## src/rtl/spi_expander_pkg.sv

```systemverilog
// spi_expander_pkg: shared FSM states, frame geometry and width helpers for the SPI GPIO expander
package spi_expander_pkg;
  typedef enum logic [1:0] {IDLE, CMD, DATA} state_t;
  localparam int CMD_W = 8;
  localparam int ADDR_W = 7;
  localparam int IN_SPACE_BIT = 6;
  function automatic int idx_w(input int n);
    return n > 1 ? $clog2(n) : 1;
  endfunction
  function automatic int cnt_w(input int w);
    return $clog2(w > CMD_W ? w : CMD_W);
  endfunction
endpackage

```

## src/rtl/spi_sync_edge.sv

```systemverilog
// spi_sync_edge: 2-flop synchroniser with rise/fall pulses on the synchronised level
module spi_sync_edge #(
  parameter bit RST_VAL = 1'b0
) (
  input  logic clk,
  input  logic rst,
  input  logic d,
  output logic q,
  output logic rise,
  output logic fall
);
  logic [2:0] s;
  always_ff @(posedge clk or negedge rst)
    if (!rst) s <= {3{RST_VAL}};
    else s <= {s[1:0], d};
  assign q = s[1];
  assign rise = s[1] & ~s[2];
  assign fall = ~s[1] & s[2];
endmodule

```

## src/rtl/spi_expander_mp.sv

```systemverilog
// spi_expander_mp: multi-port SPI GPIO expander with output latches, input snapshots and burst access
module spi_expander_mp
  import spi_expander_pkg::*;
#(
  parameter int N_PORTS = 2,
  parameter int PORT_W = 8,
  parameter bit CPOL = 1'b0,
  parameter bit CPHA = 1'b0
) (
  input  logic                      clk,
  input  logic                      rst,
  input  logic                      ss,
  input  logic                      sclk,
  input  logic                      mosi,
  output logic                      miso,
  output logic                      miso_oe,
  input  logic [N_PORTS*PORT_W-1:0] pin_in,
  output logic [N_PORTS*PORT_W-1:0] pin_out,
  output logic [N_PORTS-1:0]        upd
);
  localparam int IW = idx_w(N_PORTS);
  localparam int CW = cnt_w(PORT_W);
  localparam int RW = PORT_W > CMD_W ? PORT_W : CMD_W;
  localparam logic [ADDR_W-1:0] NP = ADDR_W'(N_PORTS);

  logic ss_q, ss_rise, ss_fall, sclk_q, sclk_rise, sclk_fall, mosi_q, mosi_rise, mosi_fall;
  logic unused;

  spi_sync_edge #(.RST_VAL(1'b1)) u_ss (.clk(clk), .rst(rst), .d(ss), .q(ss_q), .rise(ss_rise), .fall(ss_fall));
  spi_sync_edge #(.RST_VAL(CPOL)) u_sclk (.clk(clk), .rst(rst), .d(sclk), .q(sclk_q), .rise(sclk_rise), .fall(sclk_fall));
  spi_sync_edge #(.RST_VAL(1'b0)) u_mosi (.clk(clk), .rst(rst), .d(mosi), .q(mosi_q), .rise(mosi_rise), .fall(mosi_fall));
  assign unused = ^{ss_rise, ss_fall, sclk_q, mosi_rise, mosi_fall};

  logic lead, trail, samp, shift;
  assign lead = CPOL ? sclk_fall : sclk_rise;
  assign trail = CPOL ? sclk_rise : sclk_fall;
  assign samp = CPHA ? trail : lead;
  assign shift = CPHA ? lead : trail;

  state_t state;
  logic [CW-1:0] cnt;
  logic [ADDR_W-1:0] addr;
  logic rw, miso_q;
  logic [RW-2:0] rx;
  logic [PORT_W-1:0] tx;
  logic [PORT_W-1:0] out_r [N_PORTS];

  logic [ADDR_W-1:0] cmd_addr, rd_addr;
  logic [PORT_W-1:0] word, rd_word;
  logic [IW-1:0] rd_idx, wr_idx;
  logic rd_ok, wr_ok;

  assign cmd_addr = {rx[ADDR_W-2:0], mosi_q};
  assign word = {rx[PORT_W-2:0], mosi_q};
  // Next read word: first word after CMD, otherwise the following address of the burst
  assign rd_addr = state == CMD ? cmd_addr : addr + 7'd1;
  assign rd_idx = rd_addr[IW-1:0];
  assign rd_ok = {1'b0, rd_addr[IN_SPACE_BIT-1:0]} < NP;
  assign wr_idx = addr[IW-1:0];
  assign wr_ok = !addr[IN_SPACE_BIT] && ({1'b0, addr[IN_SPACE_BIT-1:0]} < NP);

  always_comb
    rd_word = !rd_ok ? '0 : rd_addr[IN_SPACE_BIT] ? pin_in[rd_idx*PORT_W +: PORT_W] : out_r[rd_idx];

  always_ff @(posedge clk or negedge rst)
    if (!rst) begin
      state <= IDLE;
      cnt <= '0;
      addr <= '0;
      rw <= 1'b0;
      rx <= '0;
      tx <= '0;
      miso_q <= 1'b0;
      upd <= '0;
      for (int i = 0; i < N_PORTS; i++) out_r[i] <= '0;
    end else begin
      upd <= '0;
      if (ss_q) begin
        state <= IDLE;
        cnt <= '0;
        tx <= '0;
        miso_q <= 1'b0;
      end else if (state == IDLE) begin
        state <= CMD;
        cnt <= '0;
        tx <= '0;
        miso_q <= 1'b0;
      end else begin
        if (shift) begin
          miso_q <= tx[PORT_W-1];
          tx <= tx << 1;
        end
        if (samp) begin
          rx <= {rx[RW-3:0], mosi_q};
          cnt <= cnt + CW'(1);
          if (state == CMD && cnt == CW'(CMD_W - 1)) begin
            state <= DATA;
            cnt <= '0;
            rw <= rx[CMD_W-2];
            addr <= cmd_addr;
            tx <= rx[CMD_W-2] ? '0 : rd_word;
          end else if (state == DATA && cnt == CW'(PORT_W - 1)) begin
            cnt <= '0;
            addr <= addr + 7'd1;
            tx <= rw ? '0 : rd_word;
            if (rw && wr_ok) begin
              out_r[wr_idx] <= word;
              upd[wr_idx] <= 1'b1;
            end
          end
        end
      end
    end

  for (genvar i = 0; i < N_PORTS; i++) begin : g_out
    assign pin_out[i*PORT_W +: PORT_W] = out_r[i];
  end

  assign miso_oe = ~ss_q;
  assign miso = miso_oe & miso_q;
endmodule

```

## config.mk

```make
export PLATFORM = sky130hd
export DESIGN_NAME = spi_expander_mp
export DESIGN_NICKNAME = d
export VERILOG_FILES = /design/src/rtl/spi_expander_pkg.sv /design/src/rtl/spi_sync_edge.sv /design/src/rtl/spi_expander_mp.sv
export SDC_FILE = /design/constraint.sdc
export NUM_CORES = 1
export LEC_CHECK = 0
export ABC_AREA = 1
export CAP_MARGIN = 15
export CORE_MARGIN = 1.5
export CORE_UTILIZATION = 42
export CTS_CLUSTER_DIAMETER = 100
export DETAILED_ROUTE_END_ITERATION = 7
export PLACE_DENSITY = 0.72
export SYNTH_ARGS = -nofsm -noshare
export SYNTH_HDL_FRONTEND = slang
export SYNTH_SLANG_ARGS = --single-unit
```

## constraint.sdc

```tcl
create_clock -name clk -period 6 [get_ports clk]
set_clock_uncertainty 0.2 [all_clocks]
set_input_delay 1.2 -clock clk [delete_from_list [all_inputs] [get_ports clk]]
set_output_delay 1.2 -clock clk [all_outputs]
set_load 0.02 [all_outputs]
```

After elaboration in Yosys (flattened, before gate mapping)
Index checks and enable logic that the tools add are counted.
Word-level totals
  output and inout bits: 20
  logic and storage cells: 92
  input port bits: 21
  bits in registers: 54
Cells by class
  muxes and demuxes: 39
  reduce and logical (&&, ||, !) cells: 17
  add/sub/neg operators: 2
  order comparisons: 7
  equal/unequal tests: 3
  bitwise gates (word level): 10
  shift-type cells: 1
Operator list (number)
  8-bit 2-to-1 mux: 14
  7-bit 2-to-1 mux: 3
  2-bit 2-to-1 mux: 10
  16-bit bitwise mux: 1
  16-bit by 5-bit variable part select with 8-bit output: 1
  3-bit 2-to-1 mux: 5
  6-bit by 2-bit less-than comparator with 1-bit output (second input constant): 2
  3-bit nonzero test: 3
  8-bit demux with 1-bit select: 1
  4-bit AND reduction: 2
  7-bit by 1-bit adder with 7-bit output (second input constant): 1
  1-bit logical AND: 6
  6-bit AND reduction: 1
  1-bit NOT: 5
  2-bit greater-or-equal comparator (second input constant): 2
  1-bit 2-to-1 mux: 4
  1-bit NOT with 2-bit output: 2
  3-bit by 1-bit adder with 3-bit output (second input constant): 1
  1-bit bitwise AND: 3
  3-bit equality test (second input constant): 1
  3-bit AND reduction: 1
  2-bit by 1-bit equality test with 1-bit output (second input constant): 1
  2-bit equality test (second input constant): 1
  2-bit logical NOT: 1
  other kinds (7): 7

Depth between registers and ports, before layout
  word-level depth: 14
  depth in mapped cells: 12
  depth with buffers taken out: 12

Modules after synthesis
From an unflattened synthesis, not the netlist that was laid out.
Unflattened totals
  cells, all modules: 388
  area total of the unflattened synthesis: 3000.4 um^2
Modules (own cells, without submodules)
  spi_expander_mp: instances 1, cells each 367, area each 2726.4 um^2
  spi_sync_edge at u_mosi ...: instances 2, cells each 7, area each 90.1 um^2
  spi_sync_edge at u_ss: instances 1, cells each 7, area each 93.8 um^2

Least setup slack after synthesis
Ideal clock, no wire load.
  path type: register to output
  start point: register u_ss.s[1]
  end point: output port miso
  arrival: 0.673 ns
  cell stages (with the launch flop): 2
  required time: 4.600 ns
  path slack: 3.927 ns
  cells stage by stage: dfstp_2 nor2_1
On the way
  word-level cells in the longest chain between the ends: 2
RTL lines
  start: declaration: line spi_sync_edge.sv:12  | logic [2:0] s;
  start signal: assignment: line spi_sync_edge.sv:14  | if (!rst) s <= {3{RST_VAL}};
  start signal: assignment: line spi_sync_edge.sv:15  | else s <= {s[1:0], d};
  1-bit NOT (no source line)
  1-bit bitwise AND: line spi_expander_mp.sv:120  | assign miso = miso_oe & miso_q;
  end: declaration: line spi_expander_mp.sv:15  | output logic miso,
Every way passes these cells.

Worst setup path in the final report
Ends and elaborated chain as after synthesis.

==> results by stage <==
Detailed routing:
- The residual antenna-violating net count after detailed routing is 0.
- The total number of vias is around 2,600.
- The first detailed-routing pass took 4 iterations.
- The routed design has just under 7 mm of wire.
- In this run, the number of DRC markers left after iteration 0 of detailed routing was 175.
- The average wire per standard cell is ~14 um.
- For this run, design rule violations remaining after detail routing come to 0.
- Using the TritonRoute via totals, the vias-per-cell ratio works out to 5.26.

Finish:
- The commonest non-fill, non-tap cell in the layout is nand2_1.
- The count of antenna diodes in the layout is 0.
- The fraction of layout cells with a size suffix above 1 is 0.105.
- For this run, the post-layout net count is about 430.
- From synthesis to final layout, the design area changed by 18.5%.
- In the layout the commonest cells are 123 x nand2_1, 52 x dfrtp_1, 39 x clkdlybuf4s50_1.
- The final core area utilization is 0.511.
- For this run, the number of standard cells in the final layout without fillers is about 490.

Setup path:
- The required time of the critical path is about 4.6 ns.
- On the worst path, the slowest cell contributes a delay of around 0.60 ns.
- The critical path endpoint category is an output pin.
- The critical path is of the flip-flop to output pin type.
- For this design, the slowest cell found on the critical path is dfstp_2.
- The origin of the worst setup path is u_ss.s[1].
- STA classifies the critical path startpoint as a flip-flop.
- Walking the worst path, the cells encountered are nor2_1 > clkdlybuf4s50_1.
- The buffers plus inverters on the worst setup path is 1.
- On the critical path the largest part of the delay comes from flip-flops.
- The data arrival time of the critical path is 1.50 ns.
- The largest fanout on the critical path is 4.
- The startpoint identified for the worst register-to-register timing path is u_sclk.s[1].

Place:
- The number of buffers added on ports is 40.
- The number of cells in the design after placement is between 400 and 500.
- The global placement routability congestion is 0.817.
- Detailed placement ended at an HPWL of between 5 and 6 mm.
- Timing analysis after detailed placement gives a worst setup slack of between 3 and 4 ns.

Clocking:
- The number of H-tree levels is 2.
- Clock tree synthesis found a total of 54 sinks.
- The clock insertion delay at the later pin of the skew report is between 0.3 and 0.4 ns.
- The buffer count from post-CTS setup fixing is 0.
- The clock tree from TritonCTS is yes.
- In this run the deepest clock path goes through 2 buffers.
- The root buffer cell chosen for the clock tree is clkbuf_8.
- Gates resized during post-CTS repair numbered 0.
- After clock tree synthesis, the clock-pin slew on the worst setup and hold paths is 0.10 ns.
- The number of buffers created by CTS is 5.
- The post-cts hold buffer count is 0.

Global routing:
- Entering global routing, the biggest net connects 55 pins.
- The number of global-route vias before repair is about 2,400.
- The first global-routing pass estimated about 12 mm of wire.
- Summed over all layers, the global routing overflow is 0.
- For this run, the total global-route usage over all layers was measured as 0.199.
- The number of antenna violations at the first check in global routing is 0.

Synthesis:
- Yosys mapped a number of flops with a built-in enable equal to 0.
- Yosys printed 0 warnings.
- The netlist area before placement is slightly below 3000 um^2.
- Synthesis produced around 370 cells.
- The async set-or-reset flop fraction in the synthesized netlist is 1.00.
- In this run the mean area of a mapped cell was ~8 um^2.
- After synthesis the netlist holds a flip-flop and latch count of between 50 and 60.
- The netlist uses 32 different library cells.
- The primary flip-flop cell chosen by synthesis mapping is dfrtp_1.
- Of the synthesized area, sequential elements account for 0.464.
- Counting every net in the synthesized netlist gives between 300 and 400.

Timing:
- Of the available clock period, the critical path in the final layout requires 0.484.
- For the pin with the worst max-slew slack, the measured transition is just under 0.7 ns.
- The slack of the critical path is 3.10 ns.
- The number of hold-slack violations in the final timing report came to 0.
- The number of endpoints failing setup at the final stage is 0.
- Setup repair after global routing left no endpoint under its margin.
- Summed over all failing endpoints, the final setup total negative slack is 0 ns.
- The max-slew violation count is 0.
- The normalized max-slew margin is 0.543.
- After layout, the minimum clock period comes to 2.90 ns.
- The achievable frequency is ~340 MHz.

Worst hold path:
- The start point of the worst hold path is u_mosi.s[0].
- The worst hold path belongs to the class flip-flop to flip-flop.

Flow run:
- Across the run, the number of max-cap violations was 0.

Floorplanning:
- The horizontal die dimension is around 86 um.
- For this design the top-level I/O count stands at slightly above 40.
- The core footprint is 6760 um^2.
- The number of placement rows is 30.
- The starting density of the core is 0.431.
- Measured along the y axis, the die boundary spans 86.3 um.
- The die covers roughly 7500 um^2.

Run status:
- The flow ran to the end, and the final reports show no timing, DRC or antenna violations.

Power:
- In this run the static leakage power is around 1.6 nW.
- VDD sags by at most 117 uV.
- Power spread over the standard cell area amounts to approximately 200 nW/um^2.
-- logic make-up (layout without fill, tap and decap cells) --
family / Yosys count / after routing / synth area share
adders and majority gates: 3 / 3 / 0.0129
DFF: 54 / 54 / 0.464
AOI/OAI and AO/OA: 75 / 75 / 0.165
buffers and inverters: 48 / 88 / 0.0721
xor gates and xnor gates: 1 / 1 / 0.00300
and+or+nand+nor: 187 / 187 / 0.282
-- flip-flops by register name (all words and copies together) (netlist names), 3 cells and up --
signal	count
pin_out	16
tx	8
u_sclk.s	3
cnt	3
rx	7
addr	7
-- synthesized netlist by cell type, types with 2 or more instances --
cell type	number	area share
a21oi_1	19	0.033
a32o_1	2	0.0069
buf_4	2	0.0051
buf_6	3	0.012
clkbuf_1	4	0.0051
dfrtp_1	52	0.45
dfstp_2	2	0.018
ha_1	3	0.013
inv_1	35	0.045
inv_2	3	0.0039
nand2_1	123	0.16
nand2_2	6	0.013
nand3_1	37	0.064
nand4_1	2	0.0043
nor2_1	12	0.015
nor2_4	2	0.0077
o211ai_1	3	0.0077
o21ai_0	29	0.050
o21ai_2	16	0.048
-- final cells by class --
class	instances	area [um^2]
clock inverter	2	16.3
clock buffer	6	82.6
fill	672	3300
sequential	54	1350
tap	80	100
inverter	39	146
multi-input combinational	266	1350
timing repair buffer	41	403
-- report_power, final --
| group | internal (W) | switching [W] |
|---|---|---|
| registers | 0.000380 | 0.0000129 |
| clock network | 0.0000953 | 0.000124 |
| logic | 0.0000292 | 0.0000565 |
| total | 0.000505 | 0.000194 |
-- path summary, 6_finish.rpt --
kind	cells past startpoint	slack [ns]	end
max	2	3.10	miso
min	0	0.16	u_mosi.s[1]
max reg2reg	9	3.32	pin_out[11]
min reg2reg	0	0.16	u_mosi.s[1]
max in group asynchronous	2	4.34	addr[5]
min in group asynchronous	2	0.79	pin_out[14]
-- metal layers --
layer / track usage / wire length (um) / vias up
li1: - / - / 1278
met1: 0.283 / 3220 / 1214
met2: 0.315 / 3210 / 63
met3: 0.0362 / 321 / 12
met4: 0.0543 / 116 / 0
met5: 0 / 0 / -
-- through the flow --
stage | hold slack, ns | power (W) | area (um^2)
2_1_floorplan | 0.131 | 0.000447 | 2920
3_3_place_gp | 0.134 | 0.000484 | 3350
3_5_place_dp | 0.147 | 0.000487 | 3350
4_1_cts | 0.164 | 0.000702 | 3450
5_1_grt | 0.170 | 0.000735 | 3450
6_report | 0.161 | 0.000698 | 3450
Power figures use the tool's default switching activity.
